[src/rtl/expr_ctrl.sv]
// expr_ctrl -- streaming single-digit expression evaluator.
//
// Consumes ASCII characters of the form digit (op digit)* '=' where op is
// '+' or '*', and produces the 16-bit unsigned result (modulo 2^16) when
// the '=' is accepted. A grammar violation parks the block in an error
// state until clr.
//
// Build option:
//   EXPR_PREC_EN  defined   -> '*' binds tighter than '+' (sum/term registers)
//                 undefined -> strict left-to-right evaluation (one accumulator)
//
// Ports:
//   clk        in   1   rising-edge clock
//   clr        in   1   asynchronous active-high reset
//   in         in   8   ASCII character ('0'-'9', '+', '*', '=')
//   in_valid   in   1   in is presented this cycle
//   in_ready   out  1   character accepted when in_valid & in_ready
//   res        out  16  result of the last completed expression
//   res_valid  out  1   one-cycle pulse when res is updated
//   err        out  1   sticky grammar error flag
//   busy       out  1   an expression is partially received
module expr_ctrl (
  input  logic        clk,
  input  logic        clr,
  input  logic [7:0]  in,
  input  logic        in_valid,
  output logic        in_ready,
  output logic [15:0] res,
  output logic        res_valid,
  output logic        err,
  output logic        busy
);

  typedef enum logic [1:0] {
    S_DIG = 2'd0,
    S_OP  = 2'd1,
    S_ERR = 2'd2
  } state_t;

  state_t state, state_nx;

  // Character decode. For '0'..'9' the low nibble is the digit value.
  logic       is_digit, is_add, is_mul, is_eq;
  logic [3:0] digit;

  assign is_digit = (in >= 8'h30) && (in <= 8'h39);
  assign is_add   = (in == 8'h2B);
  assign is_mul   = (in == 8'h2A);
  assign is_eq    = (in == 8'h3D);
  assign digit    = in[3:0];

  logic xfer;
  assign xfer = in_valid & in_ready;

  // Datapath events, one per accepted character class.
  logic dig_ev, op_ev, eq_ev, err_ev;
  assign dig_ev = xfer && (state == S_DIG) && is_digit;
  assign op_ev  = xfer && (state == S_OP) && (is_add || is_mul);
  assign eq_ev  = xfer && (state == S_OP) && is_eq;
  assign err_ev = xfer && (state_nx == S_ERR);

  // State register
  always_ff @(posedge clk or posedge clr) begin
    if (clr) state <= S_DIG;
    else     state <= state_nx;
  end

  // Next-state logic
  always_comb begin
    state_nx = state;
    if (xfer) begin
      case (state)
        S_DIG:   state_nx = is_digit ? S_OP : S_ERR;
        S_OP:    state_nx = (is_add || is_mul || is_eq) ? S_DIG : S_ERR;
        default: state_nx = S_ERR;
      endcase
    end
  end

  // Output logic
  always_comb begin
    in_ready = (state != S_ERR);
    err      = (state == S_ERR);
  end

  // Arithmetic. final_val is the value that '=' publishes.
  logic        mul_pend;
  logic [15:0] final_val;

`ifdef EXPR_PREC_EN
  // sum holds the completed '+' terms; term holds the running product.
  logic [15:0] sum, term, term_prod;
  assign term_prod = term * {12'd0, digit};
  assign final_val = sum + term;

  always_ff @(posedge clk or posedge clr) begin
    if (clr) begin
      sum      <= 16'd0;
      term     <= 16'd0;
      mul_pend <= 1'b0;
    end else if (dig_ev) begin
      term <= mul_pend ? term_prod : {12'd0, digit};
    end else if (op_ev) begin
      if (is_add) begin
        sum      <= sum + term;
        mul_pend <= 1'b0;
      end else begin
        mul_pend <= 1'b1;
      end
    end else if (eq_ev) begin
      sum      <= 16'd0;
      term     <= 16'd0;
      mul_pend <= 1'b0;
    end
  end
`else
  // Left-to-right: acc starts at 0 with a pending '+', so the first digit
  // simply loads.
  logic [15:0] acc, acc_prod;
  assign acc_prod  = acc * {12'd0, digit};
  assign final_val = acc;

  always_ff @(posedge clk or posedge clr) begin
    if (clr) begin
      acc      <= 16'd0;
      mul_pend <= 1'b0;
    end else if (dig_ev) begin
      acc <= mul_pend ? acc_prod : (acc + {12'd0, digit});
    end else if (op_ev) begin
      mul_pend <= is_mul;
    end else if (eq_ev) begin
      acc      <= 16'd0;
      mul_pend <= 1'b0;
    end
  end
`endif

  // Result, completion pulse and busy flag. Errors never touch res.
  always_ff @(posedge clk or posedge clr) begin
    if (clr) begin
      res       <= 16'd0;
      res_valid <= 1'b0;
      busy      <= 1'b0;
    end else begin
      res_valid <= eq_ev;
      if (eq_ev) res <= final_val;
      if (dig_ev)               busy <= 1'b1;
      else if (eq_ev || err_ev) busy <= 1'b0;
    end
  end

endmodule

[config.mk]
export PLATFORM = sky130hd
export DESIGN_NAME = expr_ctrl
export DESIGN_NICKNAME = d
export VERILOG_FILES = /design/src/rtl/expr_ctrl.sv
export SDC_FILE = /design/constraint.sdc
export NUM_CORES = 1
export LEC_CHECK = 0
export CAP_MARGIN = 0
export CORE_MARGIN = 2
export CORE_UTILIZATION = 54
export DETAILED_ROUTE_END_ITERATION = 10
export GPL_TIMING_DRIVEN = 0
export PLACE_DENSITY_LB_ADDON = 0.08
export SYNTH_ARGS = -nofsm -noshare
export SYNTH_HDL_FRONTEND = slang
export SYNTH_SLANG_ARGS = --single-unit
[constraint.sdc]
create_clock -name clk -period 4.73 [get_ports clk]
set_input_delay 0.473 -clock clk [delete_from_list [all_inputs] [get_ports clk]]
set_output_delay 0.473 -clock clk [all_outputs]
set_load 0.01 [all_outputs]
==> metrics <==
status=complete, no violations; vias in the first global route=2967; H-tree levels=2; Detailed Route WL=8.37 mm; Tot Pwr=0.622 mW; main flop type after synthesis=dfrtp_1; Post-Place Worst Slack=-0.320 ns; path category of the worst min-delay check=reg -> reg; Yosys warnings=0; remaining global-route overflow=0; Highest Clock Rate=0.223 GHz; sequential area share after synthesis=25.4%; Avg Vias per Cell=5.61; Post-Syn Nets=457; Clock Latency Late Sink=0.29 ns; Req. time, crit path=4.91 ns; setup repair bufs after CTS=0; Initial DRT Pass Iterations=5; fin cells=515; row count=29; CTS Sinks=37; asr flop ratio synth=100%; CP Launch Type=input pin; Max-Cap Viols=0; fillers=563; Period minus WS final=4.49 ns; GRT Util Overall=25.4%; global-route wire length before repair=14.6 mm; PortBufs=30; Die Span X=86.1 µm; Root Driver=clkbuf_8; critical-path maximum fanout=10; Worst VDD drop=0.000153 V; Initial Util=56.7%; clock tree from TritonCTS=done; final hold viol count=0; # nets final=494; Area Overhead vs Synth=13.9%; Avg Synthesized Cell Area=9.10 µm²; clock tree buffer depth=2; Placer Congestion=0.900; cts hold-fix bufs=0; relative slew slack=49.0%; max-slew violation count=0; Seq cells post-synth=37; Leak Pwr=2.06 nW; final setup vio count=0; Post-Synthesis Cells=400; Slew @ Worst Pin=0.764 ns; fin worst setup slack=0.239 ns; WL per Instance=16.3 µm; Pwr Density=150 nW/µm²; Remaining DRCs=0; Top-Level Pins=31; Inserted Diodes=0; antenna viol nets, final=0; RSZ-0062 raised after global routing=no; commonest non-fill, non-tap cells in the layout=inv_1 (50), nand2_1 (45), dfrtp_1 (37); Worst Path Arrival=4.67 ns; antenna violations before repair=0; chip height=86.1 µm; setup tns final=0 ns; core area=6420 µm²; clk_skew=0.00922 ns; dpl hpwl=6.31 mm; CP Class=in -> reg; share of layout cells above drive strength 1=6.85%; count of cell types in the netlist=62; Die Area=7420 µm²; mapped cell area=3640 µm²; placed insts=507; DRT iter0 DRCs=119; EDFF count, synth=0; crit share post-route=95.0%; most common library cell in the layout ignoring fill and taps=inv_1; largest net degree at the start of global routing=38; Num CTS Buffers=5; clock slew at reported path FFs=0.08 ns; via count=2889; CP Capture Type=flip-flop
==> area by class of cell <==
type	count	area, µm²	area share, %
multi-input combinational	291	2410	58.2
sequential	37	926	22.3
timing repair buffer	30	300	7.24
inverter	52	195	4.71
buffer	20	114	2.75
clock buffer	7	96.3	2.32
tap	77	96.3	2.32
clock inverter	1	5.00	0.121
==> final timing paths <==
path,slack (ns),start,depth (start not counted),to
worst max-delay path,0.24,in[2],13,acc[10]
worst min-delay path,0.49,res[11],1,res[11]
worst max register to register,0.89,acc[9],13,acc[15]
worst min register to register,0.49,res[11],1,res[11]
max in group asynchronous,3.60,clr,2,res[2]
min in group asynchronous,0.63,clr,2,acc[15]
==> Yosys cell counts (4+ instances only) <==
master | n | area [µm²]
clkbuf_1 | 11 | 41.3
fa_1 | 26 | 521
o21ai_0 | 9 | 45.0
ha_1 | 20 | 250
a22oi_1 | 4 | 30.0
nand4_1 | 4 | 25.0
a21oi_1 | 15 | 75.1
a21o_1 | 6 | 45.0
o21ai_1 | 14 | 70.1
xor2_1 | 10 | 87.6
dfrtp_1 | 37 | 926
xnor2_1 | 11 | 96.3
nor3_1 | 4 | 20.0
and2_1 | 33 | 206
nor2_1 | 10 | 37.5
inv_1 | 51 | 191
mux2i_1 | 5 | 50.1
nand2_1 | 45 | 169
nand3_1 | 6 | 30.0
mux2_1 | 17 | 191
==> critical path: stages <==
cell and delay (ns):
clkdlybuf4s50_1 0.69, buf_1 0.39, nand2_1 0.14, fa_1 0.50, fa_1 0.55, inv_1 0.07, fa_1 0.47, a21oi_1 0.22
o211ai_1 0.15, a221oi_2 0.37, mux2_1 0.39, a31oi_1 0.17, o22ai_1 0.09
==> per-layer routing <==
layer  global-route usage (%)  vias to the layer above  share of wire (%)
li1                         -                     1399                  -
met1                     35.8                     1399                 46
met3                     3.18                        8                6.1
met5                        0                        -                  0
met2                     40.2                       83                 47
met4                     9.09                        0                1.1
==> sequential cells by signal, summed over array words and instances (netlist names) <==
register and cells:
res_valid 1, mul_pend 1, state 2, acc 16, res 16, busy 1
==> power breakdown <==
group	leakage, nW	internal [mW]	switching [mW]
clock	0.0542	0.132	0.113
combinational	1.50	0.0227	0.0362
sequential	0.507	0.317	0.00156
==> cell families after synthesis <==
kind of cell,Yosys count,share of synthesized area (%)
simple gates,128,19.3
xor+xnor,23,6.25
fa+ha+maj,46,21.2
mux,22,6.63
flops,37,25.4
compound gates,72,12.7
buf+inv,72,8.42
==> through the flow <==
stage	util, %	cell area [µm²]	hold slack, ns
floorplan	-	3640	0.498
global placement	62.9	4040	0.468
detailed placement	62.9	4040	0.474
CTS	64.5	4140	0.491
global route	64.6	4150	0.496
finish	64.6	4150	0.486
==> timing repair <==
action / 4_1_cts / 5_1_grt
endpoints found under the hold margin: 0 / 0
endpoints found under the setup margin: 1 / 2
gates resized for setup: 1 / 4
Power figures use the tool's default switching activity.
